$ cat config.mk
export PLATFORM = sky130hd
export DESIGN_NAME = spgd_adc_capture_flat
export DESIGN_NICKNAME = d
export VERILOG_FILES = /design/src/rtl/spgd_adc_capture_if.sv /design/src/rtl/spgd_adc_capture.sv /design/src/flat_wrapper.sv
export SDC_FILE = /design/constraint.sdc
export NUM_CORES = 1
export LEC_CHECK = 0
export ABC_AREA = 1
export BUFFER_PORTS_ARGS = -buffer_cell sky130_fd_sc_hd__buf_4
export CORE_UTILIZATION = 30
export CTS_CLUSTER_DIAMETER = 50
export CTS_CLUSTER_SIZE = 8
export DETAILED_ROUTE_END_ITERATION = 7
export PLACE_DENSITY = 0.45
export SLEW_MARGIN = 10
export SYNTH_ARGS = -nofsm -noshare
export SYNTH_HDL_FRONTEND = slang
export SYNTH_SLANG_ARGS = --single-unit
$ cat constraint.sdc
create_clock -name ADC_CLK -period 2.8 [get_ports ADC_CLK]
set_clock_uncertainty 0.15 [all_clocks]
set_input_delay 0.7 -clock ADC_CLK [delete_from_list [all_inputs] [get_ports ADC_CLK]]
set_output_delay 0.7 -clock ADC_CLK [all_outputs]
set_load 0.02 [all_outputs]
$ cat src/rtl/spgd_adc_capture_if.sv
// ADC capture handshake bundle: sequencer request level, the ADC sample stream,
// and the completed-capture results coming back.
interface spgd_adc_capture_if #(
    parameter int ADC_WIDTH    = 14,
    parameter int LOG2_SAMPLES = 10
);
    logic                                    ADC_EN;
    logic signed [ADC_WIDTH-1:0]             ADC_DATA;
    logic                                    ADC_DONE;
    logic signed [ADC_WIDTH+LOG2_SAMPLES-1:0] ADC_SUM;
    logic signed [ADC_WIDTH-1:0]             ADC_AVG;
    logic                                    ADC_OVR;
    logic                                    BUSY;

    // Sequencer/ADC side: drives the request and samples, reads results.
    modport master (
        output ADC_EN, ADC_DATA,
        input  ADC_DONE, ADC_SUM, ADC_AVG, ADC_OVR, BUSY
    );

    // Capture block side.
    modport slave (
        input  ADC_EN, ADC_DATA,
        output ADC_DONE, ADC_SUM, ADC_AVG, ADC_OVR, BUSY
    );
endinterface

$ cat src/rtl/spgd_adc_capture.sv
// SPGD ADC capture: on an ADC_EN request, skip a settling window, sum
// 2^LOG2_SAMPLES signed samples, publish sum/average/rail flag and hold
// ADC_DONE until the request is withdrawn.
module spgd_adc_capture #(
    parameter int ADC_WIDTH     = 14,
    parameter int LOG2_SAMPLES  = 10,
    parameter int SETTLE_CYCLES = 2,
    parameter int SETTLE_WIDTH  = 8
) (
    input logic               ADC_CLK,
    input logic               RST,
    spgd_adc_capture_if.slave adc
);
    localparam int ACC_W = ADC_WIDTH + LOG2_SAMPLES;

    // Sample counter runs 0..N-1 and terminal-compares, so it never needs a wrap bit.
    localparam logic [LOG2_SAMPLES-1:0] SAMP_LAST = '1;
    // Unused when there is no settling window (SETTLE is then skipped).
    localparam logic [SETTLE_WIDTH-1:0] SETTLE_LAST =
        (SETTLE_CYCLES == 0) ? '0 : SETTLE_WIDTH'(SETTLE_CYCLES - 1);
    localparam logic signed [ADC_WIDTH-1:0] CODE_MAX = {1'b0, {(ADC_WIDTH-1){1'b1}}};
    localparam logic signed [ADC_WIDTH-1:0] CODE_MIN = {1'b1, {(ADC_WIDTH-1){1'b0}}};

    typedef enum logic [1:0] {
        ST_IDLE   = 2'd0,
        ST_SETTLE = 2'd1,
        ST_ACCUM  = 2'd2,
        ST_DONE   = 2'd3
    } state_t;

    state_t                     state_q, state_d;
    logic [SETTLE_WIDTH-1:0]    settle_cnt_q, settle_cnt_d;
    logic [LOG2_SAMPLES-1:0]    samp_cnt_q, samp_cnt_d;
    logic signed [ACC_W-1:0]    acc_q, acc_d;
    logic                       ovr_trk_q, ovr_trk_d;
    logic signed [ACC_W-1:0]    sum_q, sum_d;
    logic signed [ADC_WIDTH-1:0] avg_q, avg_d;
    logic                       ovr_q, ovr_d;
    logic                       done_q, done_d;
    logic                       busy_q, busy_d;

    logic signed [ACC_W-1:0]    sample_ext;
    logic signed [ACC_W-1:0]    acc_add;
    logic                       is_rail;

    // Sign-extended sample, running sum including it, and rail-code detect.
    assign sample_ext = {{LOG2_SAMPLES{adc.ADC_DATA[ADC_WIDTH-1]}}, adc.ADC_DATA};
    assign acc_add    = acc_q + sample_ext;
    assign is_rail    = (adc.ADC_DATA == CODE_MAX) || (adc.ADC_DATA == CODE_MIN);

    // Next-state and datapath updates; everything holds unless a state says otherwise.
    always_comb begin
        state_d      = state_q;
        settle_cnt_d = settle_cnt_q;
        samp_cnt_d   = samp_cnt_q;
        acc_d        = acc_q;
        ovr_trk_d    = ovr_trk_q;
        sum_d        = sum_q;
        avg_d        = avg_q;
        ovr_d        = ovr_q;
        done_d       = done_q;

        case (state_q)
            ST_IDLE: begin
                done_d = 1'b0;
                if (adc.ADC_EN) begin
                    settle_cnt_d = '0;
                    samp_cnt_d   = '0;
                    acc_d        = '0;
                    ovr_trk_d    = 1'b0;
                    state_d      = (SETTLE_CYCLES == 0) ? ST_ACCUM : ST_SETTLE;
                end
            end

            ST_SETTLE: begin
                if (!adc.ADC_EN) begin
                    state_d = ST_IDLE;
                end else begin
                    settle_cnt_d = settle_cnt_q + 1'b1;
                    if (settle_cnt_q == SETTLE_LAST) begin
                        state_d = ST_ACCUM;
                    end
                end
            end

            ST_ACCUM: begin
                if (!adc.ADC_EN) begin
                    // Abort: previous results stay published.
                    state_d = ST_IDLE;
                end else begin
                    acc_d      = acc_add;
                    ovr_trk_d  = ovr_trk_q | is_rail;
                    samp_cnt_d = samp_cnt_q + 1'b1;
                    if (samp_cnt_q == SAMP_LAST) begin
                        state_d = ST_DONE;
                        sum_d   = acc_add;
                        // Dropping the low LOG2_SAMPLES bits of a two's-complement
                        // sum is an arithmetic shift, i.e. floor toward -inf.
                        avg_d   = acc_add[ACC_W-1:LOG2_SAMPLES];
                        ovr_d   = ovr_trk_q | is_rail;
                        done_d  = 1'b1;
                    end
                end
            end

            ST_DONE: begin
                // Holding ADC_EN high here never restarts; it must drop first.
                if (!adc.ADC_EN) begin
                    state_d = ST_IDLE;
                    done_d  = 1'b0;
                end
            end

            default: begin
                state_d = ST_IDLE;
                done_d  = 1'b0;
            end
        endcase

        busy_d = (state_d == ST_SETTLE) || (state_d == ST_ACCUM);
    end

    // State and result registers, cleared asynchronously by RST.
    always_ff @(posedge ADC_CLK or posedge RST) begin
        if (RST) begin
            state_q      <= ST_IDLE;
            settle_cnt_q <= '0;
            samp_cnt_q   <= '0;
            acc_q        <= '0;
            ovr_trk_q    <= 1'b0;
            sum_q        <= '0;
            avg_q        <= '0;
            ovr_q        <= 1'b0;
            done_q       <= 1'b0;
            busy_q       <= 1'b0;
        end else begin
            state_q      <= state_d;
            settle_cnt_q <= settle_cnt_d;
            samp_cnt_q   <= samp_cnt_d;
            acc_q        <= acc_d;
            ovr_trk_q    <= ovr_trk_d;
            sum_q        <= sum_d;
            avg_q        <= avg_d;
            ovr_q        <= ovr_d;
            done_q       <= done_d;
            busy_q       <= busy_d;
        end
    end

    assign adc.ADC_DONE = done_q;
    assign adc.ADC_SUM  = sum_q;
    assign adc.ADC_AVG  = avg_q;
    assign adc.ADC_OVR  = ovr_q;
    assign adc.BUSY     = busy_q;
endmodule
$ cat src/flat_wrapper.sv
// flat-port wrapper written by rule: the top's interface ports become plain ports
module spgd_adc_capture_flat 
#(
    parameter int ADC_WIDTH     = 14,
    parameter int LOG2_SAMPLES  = 10,
    parameter int SETTLE_CYCLES = 2,
    parameter int SETTLE_WIDTH  = 8
)
  (ADC_CLK, RST, adc_ADC_EN, adc_ADC_DATA, adc_ADC_DONE, adc_ADC_SUM, adc_ADC_AVG, adc_ADC_OVR, adc_BUSY);
  spgd_adc_capture_if #(.ADC_WIDTH(ADC_WIDTH), .LOG2_SAMPLES(LOG2_SAMPLES)) adc_i ();
  input logic ADC_CLK;
  input logic RST;
  input wire logic [$bits(adc_i.ADC_EN)-1:0] adc_ADC_EN;
  input wire logic [$bits(adc_i.ADC_DATA)-1:0] adc_ADC_DATA;
  output wire logic [$bits(adc_i.ADC_DONE)-1:0] adc_ADC_DONE;
  output wire logic [$bits(adc_i.ADC_SUM)-1:0] adc_ADC_SUM;
  output wire logic [$bits(adc_i.ADC_AVG)-1:0] adc_ADC_AVG;
  output wire logic [$bits(adc_i.ADC_OVR)-1:0] adc_ADC_OVR;
  output wire logic [$bits(adc_i.BUSY)-1:0] adc_BUSY;
  assign adc_i.ADC_EN = adc_ADC_EN;
  assign adc_i.ADC_DATA = adc_ADC_DATA;
  assign adc_ADC_DONE = adc_i.ADC_DONE;
  assign adc_ADC_SUM = adc_i.ADC_SUM;
  assign adc_ADC_AVG = adc_i.ADC_AVG;
  assign adc_ADC_OVR = adc_i.ADC_OVR;
  assign adc_BUSY = adc_i.BUSY;
  spgd_adc_capture #(.ADC_WIDTH(ADC_WIDTH), .LOG2_SAMPLES(LOG2_SAMPLES), .SETTLE_CYCLES(SETTLE_CYCLES), .SETTLE_WIDTH(SETTLE_WIDTH)) u_core (.ADC_CLK(ADC_CLK), .RST(RST), .adc(adc_i));
endmodule
# Word-level counts from Yosys, hierarchy flattened

Cells that the tools add are included.

Add/subtract/negate cells: 3
Eq/ne operators: 14
Muxes and demuxes: 23
Bitwise gates (word level): 1
Reductions and logical operators: 10

Operators with widths:

| cell                  | number |
|---|---|
| $mux 24               | 2 |
| $pmux 24 s2           | 1 |
| $eq 14x14->1 const B  | 2 |
| $add 24x14->24        | 1 |
| $mux 10               | 2 |
| $pmux 10 s2           | 1 |
| $mux 8                | 2 |
| $pmux 8 s2            | 1 |
| $mux 2                | 6 |
| $add 10x1->10 const B | 1 |
| $eq 10x10->1 const B  | 1 |
| $reduce_and 3->1      | 3 |
| $add 8x1->8 const B   | 1 |
| $eq 8x1->1 const B    | 1 |
| $ne 2x2->1 const B    | 4 |
| $pmux 2 s4            | 1 |
| $eq 2x2->1 const B    | 3 |
| $mux 1                | 5 |
| $eq 2x1->1 const B    | 2 |
| $reduce_and 4->1      | 1 |
| $reduce_bool 2->1     | 2 |
| $pmux 1 s3            | 1 |
| $reduce_bool 3->1     | 1 |
| $logic_not 2->1       | 1 |
| 4 further kinds       | 5 |

Bits in registers: 86
Logic and storage cells: 61

# Depth between registers and ports, before layout

Depth in word-level cells: 6
Gate-level depth with buffers: 13

# Worst setup path before layout

No wires, ideal clock.

Kind: input to register
From: in adc_ADC_DATA[0]
To: reg u_core.avg_q[6] (netlist: u_core.adc.ADC_AVG[6])
Data arrival time: 2036 ps
Required time: 2533 ps
Path slack: 497 ps
Stages: 13
Buffers on the path: 0
Path through: ha_1 inv_1 fa_1 inv_1 nand3_1 nand3_1 nand2_1 nand2_1 nand2_1 nand2_1 nand2_1 nand3_1 nand2_1

Longest elaborated chain between the ends: 1

Ends and longest elaborated chain:

| item                 | RTL line                | RTL |
|---|---|---|
| from (decl)          | flat_wrapper.sv:14      | `input wire logic [$bits(adc_i.ADC_DATA)-1:0] adc_ADC_DATA;` |
| $add 24x14->24       | spgd_adc_capture.sv:48  | `assign acc_add = acc_q + sample_ext;` |
| to (signal assigned) | spgd_adc_capture.sv:143 | `avg_q <= avg_d;` |
| to (decl)            | spgd_adc_capture.sv:37  | `logic signed [ADC_WIDTH-1:0] avg_q, avg_d;` |

Every way passes these cells.
A chain may end at the register's enable or synchronous reset.

# Final worst setup path

Same ends and word-level chain as after synthesis.

==> results.json <==
{
  "reg2regPathDepth": 13,
  "rows": 46,
  "avgSynthCellArea_sq_um": 6.841,
  "ys.flop_type": "dfrtp_1",
  "synth_cell_types": 31,
  "grt-ovfl-total": 0,
  "fin_crit_sh_pct": 82.55,
  "critPathLaunch": "adc_ADC_DATA[0]",
  "clock_sinks": 72,
  "yosys-top-cells-area": "dfrtp_1 (37%), nand2_1 (21%), inv_1 (7.7%)",
  "max_freq_ghz": 0.4327,
  "worst-slew-pin-transition_ns": 0.5339,
  "p_comb_share_pct": 32.7,
  "fp.dieH_microns": 129.2,
  "setup_viol": 0,
  "antenna_found_initial": 0,
  "place_congestion": 0.8790,
  "io_pins": 58,
  "period_needed_ns": 2.311,
  "dieArea_sq_um": 16700,
  "sw_frac_of_total_pct": 36.27,
  "p_per_area_nw_per_um2": 680.3,
  "ant_nets": 0,
  "crit_arrival_ns": 2.40,
  "vias": 4538,
  "power_switching_w": 0.001434,
  "p_clk_share_pct": 35.2,
  "cp_cell_sequence": "buf_4, ha_1, inv_1, fa_1, inv_1, nand3_1, nand3_1, nand2_1, nand2_1, nand2_1, nand2_1, nand2_1, nand3_1, nand2_1",
  "rr_startpoint": "u_core.acc_q[0]",
  "yosysWarnings": 0,
  "rsz0062_at_grt": "no",
  "holdWs_ns": 0.2036,
  "synth_edf_count": 0,
  "maxCapViolations": 0,
  "drive_above_1_share_pct": 12.26,
  "hold_path_class": "input pin to asynchronous set/reset pin",
  "synth_top_area_share_pct": 37.09,
  "vias_per_cell": 4.616,
  "cp-start-kind": "input pin",
  "cts_tree": "yes",
  "crit_slowest_cell": "fa_1",
  "dpl.cell_count": 967,
  "synth_most_common_cell": "nand2_1",
  "post_cts_buffers": 0,
  "crit_fanout": 4,
  "grt_pass1_vias": 4490,
  "preCtsSetupSlack_ns": 0.1399,
  "setup_tns_ns": 0,
  "grt_max_degree": 50,
  "status": "complete, no violations",
  "ys_ff_latch": 72,
  "grtUsageTotal_pct": 17.94,
  "slew_headroom_pct": 64.35,
  "hpwl_mm": 10.60,
  "async_flop_share_pct": 100.0,
  "r2r-end": "u_core.adc.ADC_AVG[6]",
  "drc_errors": 0,
  "cts_resized": 0,
  "internal_power_w": 0.002519,
  "critical_path_required_ns": 2.89,
  "htreeDepth": 3,
  "fin_cells": 983,
  "crit_top_cell": "nand2_1",
  "crit_type": "input pin to flip-flop",
  "die_w_microns": 129.2,
  "drt_iter0_drc": 277,
  "portBuffers": 57,
  "r2r_setup_slack_ns": 0.57,
  "first_pass_iters": 4,
  "postSynthCellCount": 710,
  "path_clk_slew_ns": 0.06,
  "setup_slack_ns": 0.4887,
  "diodes": 0,
  "avgRoutedWirePerCell_microns": 13.97,
  "coreArea_sq_um": 15830,
  "cts_root_buffer": "clkbuf_16",
  "hold_violations": 0,
  "final_net_count": 806,
  "seqPwrFrac_pct": 32.1,
  "cts_buffers": 9,
  "fillers": 1702,
  "grt_pass1_wl_mm": 22.65,
  "clock_latency_ns": 0.35,
  "vdd_drop_max_mv": 0.3076,
  "synthesis.area_sq_um": 4857,
  "endpoint_kind": "flip-flop",
  "initial_core_util_pct": 30.69,
  "synth_common_cells": "nand2_1 (270), inv_1 (99), dfrtp_1 (72)",
  "syn_nets": 754,
  "hold_buffers": 0,
  "routed_wl_mm": 13.74,
  "ys_seq_area_share_pct": 37.09,
  "slew_viol_final": 0,
  "critPathMaxStageDelay_ns": 0.41,
  "area_growth_pct": 19.60,
  "power.leakage_nw": 3.217,
  "yosysTopAreaCell": "dfrtp_1",
  "clock_path_buffers": 2,
  "finish.utilization_pct": 36.70
}
-- per-stage QoR --
step	total power (W)	cell area, sq um
5_1_grt	0.004246	5809
4_1_cts	0.004000	5809
3_5_place_dp	0.002582	5454
2_1_floorplan	0.002226	4857
3_3_place_gp	0.002586	5454
6_report	0.003952	5809
-- sequential cells by signal (all words and copies together) (netlist names) --
| name | count |
|---|---|
| u_core.adc.ADC_OVR | 1 |
| u_core.adc.BUSY | 1 |
| u_core.samp_cnt_q | 10 |
| u_core.state_q | 2 |
| u_core.adc.ADC_AVG | 13 |
| u_core.ovr_trk_q | 1 |
| u_core.acc_q | 24 |
| u_core.adc.ADC_SUM | 11 |
| u_core.settle_cnt_q | 8 |
| u_core.adc.ADC_DONE | 1 |
-- cell families (layout without fill, tap and decap cells) --
family	count (synthesis)	count (layout)	synth area share, %
xor gates and xnor gates	9	9	1.623
buffers and inverters	126	183	11.44
and+or+nand+nor	424	424	36.84
AOI/OAI and AO/OA	52	52	5.899
adders and majority gates	27	27	7.110
DFF	72	72	37.09
-- area by class of cell --
| class | count | area (sq um) | area share (%) |
|---|---|---|---|
| Clock buffer | 11 | 252.7 | 4.351 |
| Clock inverter | 5 | 102.6 | 1.766 |
| Inverter | 103 | 389.1 | 6.698 |
| Multi-Input combinational cell | 512 | 2500 | 43.03 |
| Sequential cell | 72 | 1802 | 31.01 |
| Tap cell | 216 | 270.3 | 4.652 |
| Timing Repair Buffer | 64 | 493.0 | 8.486 |
-- layer usage --
| metal | share of wire (%) | track usage (%) | up-vias |
|---|---|---|---|
| li1 | - | - | 2331 |
| met3 | 3.1 | 2.560 | 23 |
| met1 | 49 | 23.86 | 2103 |
| met4 | 2.5 | 7.820 | 0 |
| met5 | 0 | 0 | - |
| met2 | 45 | 29.00 | 81 |
-- power groups by stage --
| stage | sequential (W) | combinational, W | clock [W] |
|---|---|---|---|
| detailed placement | 0.00128 | 0.00130 | 0 |
| finish | 0.00127 | 0.00129 | 0.00139 |
| global route | 0.00129 | 0.00148 | 0.00147 |
| CTS | 0.00127 | 0.00130 | 0.00143 |
| floorplan | 0.00125 | 0.000980 | 0 |
| global placement | 0.00128 | 0.00130 | 0 |
-- critical path: cells and delay by family --
kind,cells,cell delay (ns)
adders and majority gates,2,0.64
buffers and inverters,3,0.28
and+or+nand+nor,9,0.78
-- cell usage in the layout, fill, tap and decap left out, drive strengths merged --
cell and count:
a211oi 1, nor2 58, xnor2 7, clkinvlp 1
nand4 12, nor4 3, bufinv 3, nor3 13
xor2 2, inv 101, nand3b 8, fa 1
buf 64, or2 2, dfrtp 72, o21ai 24
o21a 1, clkbuf 11, a22o 2, nand2 270
clkinv 3, o22ai 2, nand3 58, a21oi 22
ha 26
-- worst max-delay path by stage --
stage / to / cells after the start
final: u_core.adc.ADC_AVG[6] / 14
after global routing: u_core.adc.ADC_AVG[2] / 14
after CTS: u_core.adc.ADC_AVG[6] / 14
after detailed placement: u_core.adc.ADC_AVG[6] / 14
after global placement: u_core.adc.ADC_AVG[10] / 11
after floorplan: u_core.acc_q[0] / 1
(Power assumes the default switching activity.)
